==> config.mk <==
export PLATFORM = sky130hd
export DESIGN_NAME = datapath_gen2_flat
export DESIGN_NICKNAME = d
export VERILOG_FILES = /design/src/rtl/datapath_gen2_if.sv /design/src/rtl/datapath_gen2.sv /design/src/flat_wrapper.sv
export SDC_FILE = /design/constraint.sdc
export NUM_CORES = 2
export LEC_CHECK = 0
export CORE_UTILIZATION = 50
export DETAILED_ROUTE_END_ITERATION = 7
export PLACE_DENSITY = 0.67
export RECOVER_POWER = 50
export SLEW_MARGIN = 40
export SYNTH_ARGS = -nofsm -noshare
export SYNTH_HDL_FRONTEND = slang
export SYNTH_SLANG_ARGS = --single-unit
==> constraint.sdc <==
create_clock -name clk -period 11.3 [get_ports clk]
set_input_delay 2.26 -clock clk [delete_from_list [all_inputs] [get_ports clk]]
set_output_delay 2.26 -clock clk [all_outputs]
set_load 0.02 [all_outputs]
==> src/rtl/datapath_gen2_if.sv <==
// Control/bus bundle for datapath_gen2: the controller (master) drives enables
// and memory responses; the datapath (slave) returns registers and status.
interface datapath_gen2_if #(
  parameter int WIDTH  = 32,
  parameter int RSEL_W = 4
);
  logic              reg_in_en;
  logic              reg_out_en;
  logic [RSEL_W-1:0] reg_in_sel;
  logic [RSEL_W-1:0] reg_out_sel;
  logic              pc_out;
  logic              mdr_out;
  logic              zlo_out;
  logic              zhi_out;
  logic              pc_in;
  logic              ir_in;
  logic              y_in;
  logic              mar_in;
  logic              mdr_in;
  logic              z_in;
  logic              inc_pc;
  logic [3:0]        alu_op;
  logic              alu_start;
  logic              mem_read;
  logic              mem_ack;
  logic [WIDTH-1:0]  mem_rdata;
  logic              mem_req;
  logic [WIDTH-1:0]  mar;
  logic [WIDTH-1:0]  ir;
  logic [WIDTH-1:0]  bus;
  logic              busy;
  logic              done;
  logic              bus_conflict;
  logic              err_sticky;

  modport master (
    output reg_in_en, reg_out_en, reg_in_sel, reg_out_sel,
           pc_out, mdr_out, zlo_out, zhi_out,
           pc_in, ir_in, y_in, mar_in, mdr_in, z_in,
           inc_pc, alu_op, alu_start, mem_read, mem_ack, mem_rdata,
    input  mem_req, mar, ir, bus, busy, done, bus_conflict, err_sticky
  );

  modport slave (
    input  reg_in_en, reg_out_en, reg_in_sel, reg_out_sel,
           pc_out, mdr_out, zlo_out, zhi_out,
           pc_in, ir_in, y_in, mar_in, mdr_in, z_in,
           inc_pc, alu_op, alu_start, mem_read, mem_ack, mem_rdata,
    output mem_req, mar, ir, bus, busy, done, bus_conflict, err_sticky
  );
endinterface

==> src/rtl/datapath_gen2.sv <==
// Single-bus datapath: GPR file, PC/IR/Y/Z/MAR/MDR, single-cycle ALU,
// shift-add multiplier taking WIDTH cycles, and a two-state memory read FSM.
module datapath_gen2 #(
  parameter int WIDTH  = 32,
  parameter int NREGS  = 16,
  parameter int RSEL_W = $clog2(NREGS)
) (
  input logic            clk,
  input logic            reset,
  datapath_gen2_if.slave dp
);
  localparam int SH_W  = $clog2(WIDTH);
  localparam int CNT_W = $clog2(WIDTH) + 1;

  typedef enum logic {MEM_IDLE, MEM_WAIT} mem_state_t;

  logic [WIDTH-1:0]   gpr [NREGS];
  logic [WIDTH-1:0]   pc, ir_q, y, mar_q, mdr;
  logic [2*WIDTH-1:0] z;
  logic               busy_q, done_q, mem_req_q, err_q;
  mem_state_t         mem_state;

  logic [2*WIDTH-1:0] mul_acc, mul_mcand, mul_next;
  logic [WIDTH-1:0]   mul_mplier;
  logic [CNT_W-1:0]   mul_cnt;

  logic [2:0]         src_cnt;
  logic               conflict;
  logic [WIDTH-1:0]   bus_val, alu_res;
  logic [SH_W-1:0]    sh;

  // A bus with zero or several drivers reads as zero rather than an OR of sources.
  always_comb begin
    src_cnt = 3'(dp.reg_out_en) + 3'(dp.pc_out) + 3'(dp.mdr_out)
            + 3'(dp.zlo_out) + 3'(dp.zhi_out);
    conflict = (src_cnt > 3'd1);
    bus_val  = '0;
    if (src_cnt == 3'd1) begin
      if (dp.reg_out_en)   bus_val = gpr[dp.reg_out_sel];
      else if (dp.pc_out)  bus_val = pc;
      else if (dp.mdr_out) bus_val = mdr;
      else if (dp.zlo_out) bus_val = z[WIDTH-1:0];
      else                 bus_val = z[2*WIDTH-1:WIDTH];
    end
  end

  always_comb begin
    sh      = bus_val[SH_W-1:0];
    alu_res = '0;
    if (dp.inc_pc) begin
      alu_res = bus_val + WIDTH'(4);
    end else begin
      case (dp.alu_op)
        4'd0:    alu_res = y + bus_val;
        4'd1:    alu_res = y - bus_val;
        4'd2:    alu_res = y & bus_val;
        4'd3:    alu_res = y | bus_val;
        4'd4:    alu_res = y ^ bus_val;
        4'd5:    alu_res = ~bus_val;
        4'd6:    alu_res = -bus_val;
        4'd7:    alu_res = y << sh;
        4'd8:    alu_res = y >> sh;
        4'd9:    alu_res = $signed(y) >>> sh;
        4'd10:   alu_res = (y << sh) | (y >> (WIDTH - int'(sh)));
        4'd11:   alu_res = (y >> sh) | (y << (WIDTH - int'(sh)));
        default: alu_res = '0;
      endcase
    end
  end

  assign mul_next = mul_mplier[0] ? (mul_acc + mul_mcand) : mul_acc;

  always_ff @(posedge clk) begin
    if (reset) begin
      for (int i = 0; i < NREGS; i++) gpr[i] <= '0;
      pc         <= '0;
      ir_q       <= '0;
      y          <= '0;
      mar_q      <= '0;
      z          <= '0;
      busy_q     <= 1'b0;
      done_q     <= 1'b0;
      err_q      <= 1'b0;
      mul_acc    <= '0;
      mul_mcand  <= '0;
      mul_mplier <= '0;
      mul_cnt    <= '0;
    end else begin
      done_q <= 1'b0;
      if (conflict)     err_q <= 1'b1;
      if (dp.reg_in_en) gpr[dp.reg_in_sel] <= bus_val;
      if (dp.pc_in)     pc    <= bus_val;
      if (dp.ir_in)     ir_q  <= bus_val;
      if (dp.y_in)      y     <= bus_val;
      if (dp.mar_in)    mar_q <= bus_val;
      // One multiplier bit per busy cycle; the last step writes Z directly.
      if (busy_q) begin
        mul_acc    <= mul_next;
        mul_mcand  <= mul_mcand << 1;
        mul_mplier <= mul_mplier >> 1;
        mul_cnt    <= mul_cnt + 1'b1;
        if (mul_cnt == CNT_W'(WIDTH - 1)) begin
          busy_q <= 1'b0;
          done_q <= 1'b1;
          z      <= mul_next;
        end
      end else begin
        if (dp.z_in) z <= {{WIDTH{1'b0}}, alu_res};
        if (dp.alu_start) begin
          busy_q     <= 1'b1;
          mul_acc    <= '0;
          mul_mcand  <= {{WIDTH{1'b0}}, y};
          mul_mplier <= bus_val;
          mul_cnt    <= '0;
        end
      end
    end
  end

  // MDR is owned by the memory FSM: bus loads only happen while IDLE.
  always_ff @(posedge clk) begin
    if (reset) begin
      mem_state <= MEM_IDLE;
      mem_req_q <= 1'b0;
      mdr       <= '0;
    end else begin
      case (mem_state)
        MEM_IDLE: begin
          if (dp.mdr_in) mdr <= bus_val;
          if (dp.mem_read) begin
            mem_state <= MEM_WAIT;
            mem_req_q <= 1'b1;
          end
        end
        MEM_WAIT: begin
          if (dp.mem_ack) begin
            mdr       <= dp.mem_rdata;
            mem_state <= MEM_IDLE;
            mem_req_q <= 1'b0;
          end
        end
        default: begin
          mem_state <= MEM_IDLE;
          mem_req_q <= 1'b0;
        end
      endcase
    end
  end

  assign dp.bus          = bus_val;
  assign dp.bus_conflict = conflict;
  assign dp.err_sticky   = err_q;
  assign dp.mar          = mar_q;
  assign dp.ir           = ir_q;
  assign dp.busy         = busy_q;
  assign dp.done         = done_q;
  assign dp.mem_req      = mem_req_q;
endmodule

==> src/flat_wrapper.sv <==
// flat-port wrapper written by rule: the top's interface ports become plain ports
module datapath_gen2_flat 
#(
  parameter int WIDTH  = 32,
  parameter int NREGS  = 16,
  parameter int RSEL_W = $clog2(NREGS)
)
  (clk, reset, dp_reg_in_en, dp_reg_out_en, dp_reg_in_sel, dp_reg_out_sel, dp_pc_out, dp_mdr_out, dp_zlo_out, dp_zhi_out, dp_pc_in, dp_ir_in, dp_y_in, dp_mar_in, dp_mdr_in, dp_z_in, dp_inc_pc, dp_alu_op, dp_alu_start, dp_mem_read, dp_mem_ack, dp_mem_rdata, dp_mem_req, dp_mar, dp_ir, dp_bus, dp_busy, dp_done, dp_bus_conflict, dp_err_sticky);
  datapath_gen2_if #(.WIDTH(WIDTH), .RSEL_W(RSEL_W)) dp_i ();
  input logic clk;
  input logic reset;
  input wire logic [$bits(dp_i.reg_in_en)-1:0] dp_reg_in_en;
  input wire logic [$bits(dp_i.reg_out_en)-1:0] dp_reg_out_en;
  input wire logic [$bits(dp_i.reg_in_sel)-1:0] dp_reg_in_sel;
  input wire logic [$bits(dp_i.reg_out_sel)-1:0] dp_reg_out_sel;
  input wire logic [$bits(dp_i.pc_out)-1:0] dp_pc_out;
  input wire logic [$bits(dp_i.mdr_out)-1:0] dp_mdr_out;
  input wire logic [$bits(dp_i.zlo_out)-1:0] dp_zlo_out;
  input wire logic [$bits(dp_i.zhi_out)-1:0] dp_zhi_out;
  input wire logic [$bits(dp_i.pc_in)-1:0] dp_pc_in;
  input wire logic [$bits(dp_i.ir_in)-1:0] dp_ir_in;
  input wire logic [$bits(dp_i.y_in)-1:0] dp_y_in;
  input wire logic [$bits(dp_i.mar_in)-1:0] dp_mar_in;
  input wire logic [$bits(dp_i.mdr_in)-1:0] dp_mdr_in;
  input wire logic [$bits(dp_i.z_in)-1:0] dp_z_in;
  input wire logic [$bits(dp_i.inc_pc)-1:0] dp_inc_pc;
  input wire logic [$bits(dp_i.alu_op)-1:0] dp_alu_op;
  input wire logic [$bits(dp_i.alu_start)-1:0] dp_alu_start;
  input wire logic [$bits(dp_i.mem_read)-1:0] dp_mem_read;
  input wire logic [$bits(dp_i.mem_ack)-1:0] dp_mem_ack;
  input wire logic [$bits(dp_i.mem_rdata)-1:0] dp_mem_rdata;
  output wire logic [$bits(dp_i.mem_req)-1:0] dp_mem_req;
  output wire logic [$bits(dp_i.mar)-1:0] dp_mar;
  output wire logic [$bits(dp_i.ir)-1:0] dp_ir;
  output wire logic [$bits(dp_i.bus)-1:0] dp_bus;
  output wire logic [$bits(dp_i.busy)-1:0] dp_busy;
  output wire logic [$bits(dp_i.done)-1:0] dp_done;
  output wire logic [$bits(dp_i.bus_conflict)-1:0] dp_bus_conflict;
  output wire logic [$bits(dp_i.err_sticky)-1:0] dp_err_sticky;
  assign dp_i.reg_in_en = dp_reg_in_en;
  assign dp_i.reg_out_en = dp_reg_out_en;
  assign dp_i.reg_in_sel = dp_reg_in_sel;
  assign dp_i.reg_out_sel = dp_reg_out_sel;
  assign dp_i.pc_out = dp_pc_out;
  assign dp_i.mdr_out = dp_mdr_out;
  assign dp_i.zlo_out = dp_zlo_out;
  assign dp_i.zhi_out = dp_zhi_out;
  assign dp_i.pc_in = dp_pc_in;
  assign dp_i.ir_in = dp_ir_in;
  assign dp_i.y_in = dp_y_in;
  assign dp_i.mar_in = dp_mar_in;
  assign dp_i.mdr_in = dp_mdr_in;
  assign dp_i.z_in = dp_z_in;
  assign dp_i.inc_pc = dp_inc_pc;
  assign dp_i.alu_op = dp_alu_op;
  assign dp_i.alu_start = dp_alu_start;
  assign dp_i.mem_read = dp_mem_read;
  assign dp_i.mem_ack = dp_mem_ack;
  assign dp_i.mem_rdata = dp_mem_rdata;
  assign dp_mem_req = dp_i.mem_req;
  assign dp_mar = dp_i.mar;
  assign dp_ir = dp_i.ir;
  assign dp_bus = dp_i.bus;
  assign dp_busy = dp_i.busy;
  assign dp_done = dp_i.done;
  assign dp_bus_conflict = dp_i.bus_conflict;
  assign dp_err_sticky = dp_i.err_sticky;
  datapath_gen2 #(.WIDTH(WIDTH), .NREGS(NREGS), .RSEL_W(RSEL_W)) u_core (.clk(clk), .reset(reset), .dp(dp_i));
endmodule
# Word level (Yosys, flattened, before mapping)
# Memory sizes are Yosys's and may differ from the RTL's.
# Cells that the tools add are included.
[word_totals] regBits=395 mem_bits_rw=512 inputBits=62 output_inout_bits=101 elab_cells=109 memories=1
[op_classes] addsub=11 n_lt_le_gt_ge=1 n_eq_ne=17 shifts=5 mux=40 bitwise=8 reduce_logical=9
[mem_list] memory="u_core.gpr" depth=16 word_bits=32 rd=1 rd_clocked_by_memory_dff=0 write_ports=16 line_no="datapath_gen2.sv:17" text="logic [WIDTH-1:0] gpr [NREGS];"
[ops] op="two-way mux 64 bit" count=8
[ops] op="case mux 32 bit (12 select lines)" count=1
[ops] op="two-way mux 32 bit" count=9
[ops] op="OR 32 bit" count=3
[ops] op="adder 64 bit" count=1
[ops] op="case mux 32 bit (2 select lines)" count=1
[ops] op="two-way mux 31 bit" count=2
[ops] op="adder 32 x 3 -> 32 bit, second input constant" count=1
[ops] op="adder 32 bit" count=1
[ops] op="bitwise AND 32 bit" count=1
[ops] op="negator 32 bit" count=1
[ops] op="inverter 32 bit" count=1
[ops] op="OR reduction 32 bit" count=1
[ops] op="<< shifter 32 x 32 -> 32 bit" count=1
[ops] op="<< shifter 32 x 5 -> 32 bit" count=1
[ops] op="right shift 32 x 32 -> 32 bit" count=1
[ops] op="right shift 32 x 5 -> 32 bit" count=1
[ops] op=">>> shifter 32 x 5 -> 32 bit" count=1
[ops] op="subtractor 32 bit" count=1
[ops] op="bitwise XOR 32 bit" count=1
[ops] op="== test 4 x 3 -> 1 bit, second input constant" count=4
[ops] op="== test 4 bit, second input constant" count=4
[ops] op="two-way mux 1 bit" count=14
[ops] op="two-way mux 6 bit" count=2
[ops] op="other kinds (17)" count=29

# Longest topological paths before layout
[logic_depth] ltp_word=13 depth_mapped=32 mapped_depth_nobuf=24

# Least setup slack after synthesis
# No wires, ideal clock.
[synth_timing] path_kind="input -> register" startpoint="input port dp_mdr_out" endpoint="register u_core.z[28]" setup_time_ns=0.117 arrival_time_ns=8.824 t_required_ns=11.183 path_slack_ns=2.359 stages=30 path_buffers=8 path_cell_list="buf_2 > inv_2 > fa_1 > inv_1 > ha_1 > inv_1 > fa_1 > and3_1 > buf_2 > o21a_1 > nand2_4 > buf_4 > buf_2 > clkbuf_1 > buf_2 > buf_1 > buf_1 > ha_1 > a21oi_1 > o22ai_1 > o41ai_1 > o22ai_1 > o221ai_1 > nor2b_1 > o21ai_0 > a21boi_0 > xnor2_1 > nor2_1 > or4_1 > a32o_1"
[synth_via] elab_chain_cells=12 elab_cells_between_ends=28 cone_classes="8 x add/sub; 1 x eq/ne; 5 x shift; 8 x mux; 6 x bitwise"
[synth_rtl] item="start, declared" line_no="flat_wrapper.sv:17" text="input wire logic [$bits(dp_i.mdr_out)-1:0] dp_mdr_out;"
[synth_rtl] item="adder 3 x 1 -> 3 bit" line_no="datapath_gen2.sv:34" text="src_cnt = 3'(dp.reg_out_en) + 3'(dp.pc_out) + 3'(dp.mdr_out)"
[synth_rtl] item="adder 3 x 1 -> 3 bit (2 in series)" line_no="datapath_gen2.sv:35" text="+ 3'(dp.zlo_out) + 3'(dp.zhi_out);"
[synth_rtl] item="== test 3 x 1 -> 1 bit" line_no="datapath_gen2.sv:38" text="if (src_cnt == 3'd1) begin"
[synth_rtl] item="two-way mux 32 bit (*)" line_no="datapath_gen2.sv:38"
[synth_rtl] item="subtractor 6 x 5 -> 7 bit" line_no="datapath_gen2.sv:64, datapath_gen2.sv:65"
[synth_rtl] item="<< shifter 32 x 32 -> 32 bit / right shift 32 x 32 -> 32 bit (equally long branches)" line_no="datapath_gen2.sv:65, datapath_gen2.sv:64"
[synth_rtl] item="OR 32 bit, on equally long branches" line_no="datapath_gen2.sv:65, datapath_gen2.sv:64"
[synth_rtl] item="case mux 32 bit (12 select lines)" line_no="datapath_gen2.sv:53" text="case (dp.alu_op)"
[synth_rtl] item="two-way mux 32 bit (*)" line_no="datapath_gen2.sv:50" text="if (dp.inc_pc) begin"
[synth_rtl] item="two-way mux 64 bit (*)" line_no="datapath_gen2.sv:108" text="if (dp.z_in) z <= {{WIDTH{1'b0}}, alu_res};"
[synth_rtl] item="two-way mux 64 bit (*)" line_no="datapath_gen2.sv:97" text="if (busy_q) begin"
[synth_rtl] item="end signal, assigned" line_no="datapath_gen2.sv:105" text="z <= mul_next;"
[synth_rtl] item="end signal, assigned" line_no="datapath_gen2.sv:108"
[synth_rtl] item="end, declared" line_no="datapath_gen2.sv:19" text="logic [2*WIDTH-1:0] z;"
# Mark *: on every way between the ends. The rest lies on a longest branch, timed or not. The select of a mux whose other input is x is not followed.
# A chain may end at the register's enable or synchronous reset.

==> implementation parameters <==
Parameter                              Value

CTS
  Cts bufs inserted ... 97
  Number of gates resized after CTS ... 0
  Total number of clock tree sinks ... roughly 900
  Buffer levels on the longest clock path ... 3
  # H-tree levels ... 3
  Number of hold buffers added after cts ... 0
  Clock latency on the worst-skew pair ... between 0.7 and 0.8 ns
  Post-CTS setup buffer count ... 0
  CTS tree ... yes
  Clock-pin slew of the registers on the worst-case setup and hold paths ... 0.06 ns
  Clock root cell ... sky130_fd_sc_hd__clkbuf_16

Floorplan
  Number of placement rows ... around 120
  Core footprint ... ~110000 um2
  Chip Width ... ~340 um
  Vertical die dimension ... around 340 um
  Die outline area ... 114800 um2
  Effective utilization at floorplan ... roughly half
  Number of placed I/O pins ... 163

Global routing
  Wire length of the first global-routing pass ... around 380000 um
  GRT Max-Usage Layer ... met2
  Vias in the first global route ... approximately 49000
  Routing usage on met1 ... about three fifths
  Gr ovfl total ... 0
  Met3 Resource Use GR ... approximately 13%
  Met2 Resource Use GR ... 65.57%
  Initial antenna violation count ... 11
  Largest net degree at the start of global routing ... just over 80
  GRT Util Overall ... 46.04%

Min path
  Capture endpoint of the worst hold path ... u_core.mul_mplier[10]
  Worst hold path depth ... 2
  Min-delay worst type ... reg2reg
  Worst Hold Launch ... u_core.mul_mplier[11]

Power
  Relative contribution of combinational cells to total power ... between 20 and 30%
  Cell leakage power ... about 24 nW
  Net Switching ... around 3.5 mW
  Fraction of power spent switching nets ... 35.83%
  Maximum resistive drop on vdd ... between 0.00015 and 0.0002 V
  Share of total power in the clock network ... approximately 34%
  Sequential cell fraction of total power ... 37.4%
  Total internal power ... 6.280 mW
  Areal power density over the cells ... around 160 nW/um2
  Total power draw ... roughly 10 mW

Final layout
  Utilization of the core after routing ... approximately 56%
  Ratio of cells with drive above 1 in the final layout ... between 10% and 20%
  Area growth syn-to-layout ... 11.26%
  Post-Layout Inst Area ... 63110 um2
  Filler instances ... 9897
  Total Nets Final ... 6270

Timing
  Slew @ Worst Pin ... slightly below 4 ns
  RSZ-0062 raised after global routing ... false
  Final setup fails ... 0
  Post-Route Skew ... about 0.088 ns
  Setup Total Neg Slack ... 0 ns
  Number of pins with negative max-slew slack in the final report ... ~1300
  Highest clock frequency the design can meet ... around 0.10 GHz
  Headroom to the max-slew limit ... -156.8%
  Hold violation total from the final report ... 0
  Hold_ws ... 0.4455 ns
  Part of the cycle the worst path needs ... just under 90%
  Tmin final ... 9.937 ns

Placement
  Placer Congestion ... 1.130
  DP Wirelength ... about 190000 um
  Post-place instance area ... between 50000 and 60000 um2
  Port Buffer Count ... around 160

Synthesis
  Average cell area after synthesis ... around 9.4 um2
  Yosys warning total ... 0
  Proportion of netlist area held by the largest area contributor ... a little over a quarter
  Number of instances in the synthesized netlist ... slightly above 6000
  Top-count cell post-synth ... sky130_fd_sc_hd__nor2_1
  Most frequently used flop master after synthesis ... sky130_fd_sc_hd__edfxtp_1
  Number of flops mapped to enable cells by yosys ... a little over 500
  Top post-synthesis cells by count ... sky130_fd_sc_hd__nor2_1 (1170), sky130_fd_sc_hd__edfxtp_1 (512), sky130_fd_sc_hd__a21oi_1 (437), sky130_fd_sc_hd__mux2i_1 (407), sky130_fd_sc_hd__nand2_1 (406)
  Part of the Yosys area used for sequential elements ... about two fifths
  Net count after synthesis ... 6283
  Synth async-reset ratio ... 0%
  Flops & latches, synth ... approximately 910
  Synth cell types ... 109
  Post-Syn Area ... 56730 um2
  Synth area leaders ... sky130_fd_sc_hd__edfxtp_1 (27%), sky130_fd_sc_hd__dfxtp_1 (14%), sky130_fd_sc_hd__nor2_1 (7.7%), sky130_fd_sc_hd__mux2i_1 (7.2%), sky130_fd_sc_hd__mux4_2 (6.6%)
  Area leader, netlist ... sky130_fd_sc_hd__edfxtp_1

Drt
  Post-detailed-route wirelength per cell ... around 36 um
  DR vias ... around 53000
  Final routed DRC violation total ... 0
  Routed WL ... around 270000 um
  First-pass detailed-route iteration total ... 6
  Average vias per placed instance ... around 7.0
  Antenna viol nets, final ... 0
  Number of DRC violations after detailed-routing iteration 0 ... between 8000 and 9000

Run status
  Failing checks ... capacitance limit, slew limit
  Status ... finished, violations left

Critical path
  Kind of end point of the critical path ... register
  Worst setup SP type ... primary input
  Number of cells on the worst reg-to-reg path ... 19
  Cell-by-cell listing of the critical path ... clkbuf_1, nor2b_1, nand2_1, nor2_1, nand2_1, clkbuf_1, nand2b_1
  Slowest stage cell on the critical path ... sky130_fd_sc_hd__clkbuf_1
  Worst R2R Start ... u_core.z[35]
  Buffers and inverters on the worst path ... 2
  R2R Path End ... u_core.z[11]
  Critical path required time ... 11.17 ns
  Worst reg-to-reg setup slack ... 4.11 ns
  Data arrival time of the critical path ... 9.81 ns
  Max FO, Critical Path ... 74
  Category of cells accounting for the largest share of critical-path delay ... buffers and inverters
  Slowest stage delay, CP ... 2.61 ns
  Type of the setup path with the least slack ... in2reg
  CP Depth ... 7

Job
  Count of max-cap constraint violations ... 40
-- area by class of cell --
type	instances	area (um2)	area share, %
multi-input combinational	4511	30860	48.90
antenna	9	22.52	0.03568
clock buffer	129	2638	4.179
timing repair buffer	407	3324	5.267
tap	1500	1877	2.974
clock inverter	55	673.1	1.067
sequential	907	23290	36.90
inverter	114	431.7	0.6839
-- cells in the final DEF, fill, tap and decap left out, drive strengths merged, types with 84 or more instances in the layout --
cell type     n
inv         108
clkbuf      169
mux4        165
xnor2        84
nor2       1172
nor3        111
ha          165
edfxtp      512
o21ai       251
nand2       409
a21o        104
buf         220
a21oi       440
mux2i       407
dfxtp       395
nand3       125
-- worst register-to-register path, cell delays in order (launching register included) --
cell and delay (ns):
sky130_fd_sc_hd__dfxtp_1 0.60, sky130_fd_sc_hd__mux2i_1 0.36, sky130_fd_sc_hd__a211oi_1 0.48, sky130_fd_sc_hd__o21ai_0 0.17, sky130_fd_sc_hd__a21o_1 0.58, sky130_fd_sc_hd__inv_2 0.33
sky130_fd_sc_hd__buf_4 0.37, sky130_fd_sc_hd__buf_4 0.58, sky130_fd_sc_hd__ha_1 0.35, sky130_fd_sc_hd__nor4_1 0.08, sky130_fd_sc_hd__o21ai_0 0.13, sky130_fd_sc_hd__nand3_1 0.15
sky130_fd_sc_hd__a22oi_1 0.68, sky130_fd_sc_hd__a21o_1 0.25, sky130_fd_sc_hd__xor2_1 0.07, sky130_fd_sc_hd__a221oi_1 0.52, sky130_fd_sc_hd__o21ai_0 0.26, sky130_fd_sc_hd__a311o_1 0.40
sky130_fd_sc_hd__o31ai_1 0.33, sky130_fd_sc_hd__a311oi_1 0.14
-- power by group through the flow --
stage	logic (mW)	clock network, mW	registers (mW)
after floorplan	1.54	0	3.72
after global placement	2.64	0	3.72
after detailed placement	2.64	0	3.73
after CTS	2.65	3.35	3.66
after global routing	2.81	3.47	3.67
final	2.78	3.34	3.66
-- per-stage QoR --
step / setup WS [ns] / instances
floorplan: 2.359 / 6051
global placement: 1.952 / 7436
detailed placement: 1.922 / 7438
CTS: 2.296 / 7622
global route: 1.221 / 7623
finish: 1.363 / 7632
-- worst max-delay path by stage --
stage                     startpoint          endpoint  slack [ns]
after global routing           reset  u_core.gpr[6][9]        1.22
after CTS                 dp_zhi_out        dp_bus[18]        2.30
after floorplan           dp_mdr_out      u_core.z[28]        2.36
after global placement    dp_zhi_out      u_core.z[24]        1.95
after detailed placement  dp_zhi_out      u_core.z[31]        1.92
final                          reset  u_core.gpr[6][9]        1.36
-- routing by layer --
| layer | vias to the layer above | part of all wire, % |
|---|---|---|
| met4 | 16 | 7.1 |
| li1 | 22210 | - |
| met3 | 858 | 13 |
| met1 | 26050 | 38 |
| met2 | 4088 | 41 |
| met5 | - | 0.039 |
-- sequential cells by signal, indices dropped and copies added, names as in the netlist --
name	cells
u_core.gpr	512
u_core.mul_mcand	64
u_core.dp.err_sticky	1
u_core.mdr	32
u_core.pc	32
u_core.dp.mar	32
u_core.dp.done	1
u_core.mul_cnt	6
u_core.mul_mplier	32
u_core.y	32
u_core.dp.mem_req	1
u_core.dp.ir	32
u_core.mem_state	1
u_core.mul_acc	64
u_core.z	64
u_core.dp.busy	1
-- cell families (layout without fill, tap and decap cells) --
kind of cell	count (synthesis)	in the layout	share of synthesized area [%]
DFF	907	907	41.04
AOI/OAI and AO/OA	1489	1489	17.41
other	0	9	0
and+or+nand+nor	2102	2102	16.03
adders and majority gates	170	170	3.816
xor gates and xnor gates	122	122	1.884
muxes	628	628	14.85
buffers and inverters	633	705	4.963
Power figures use the tool's default switching activity.
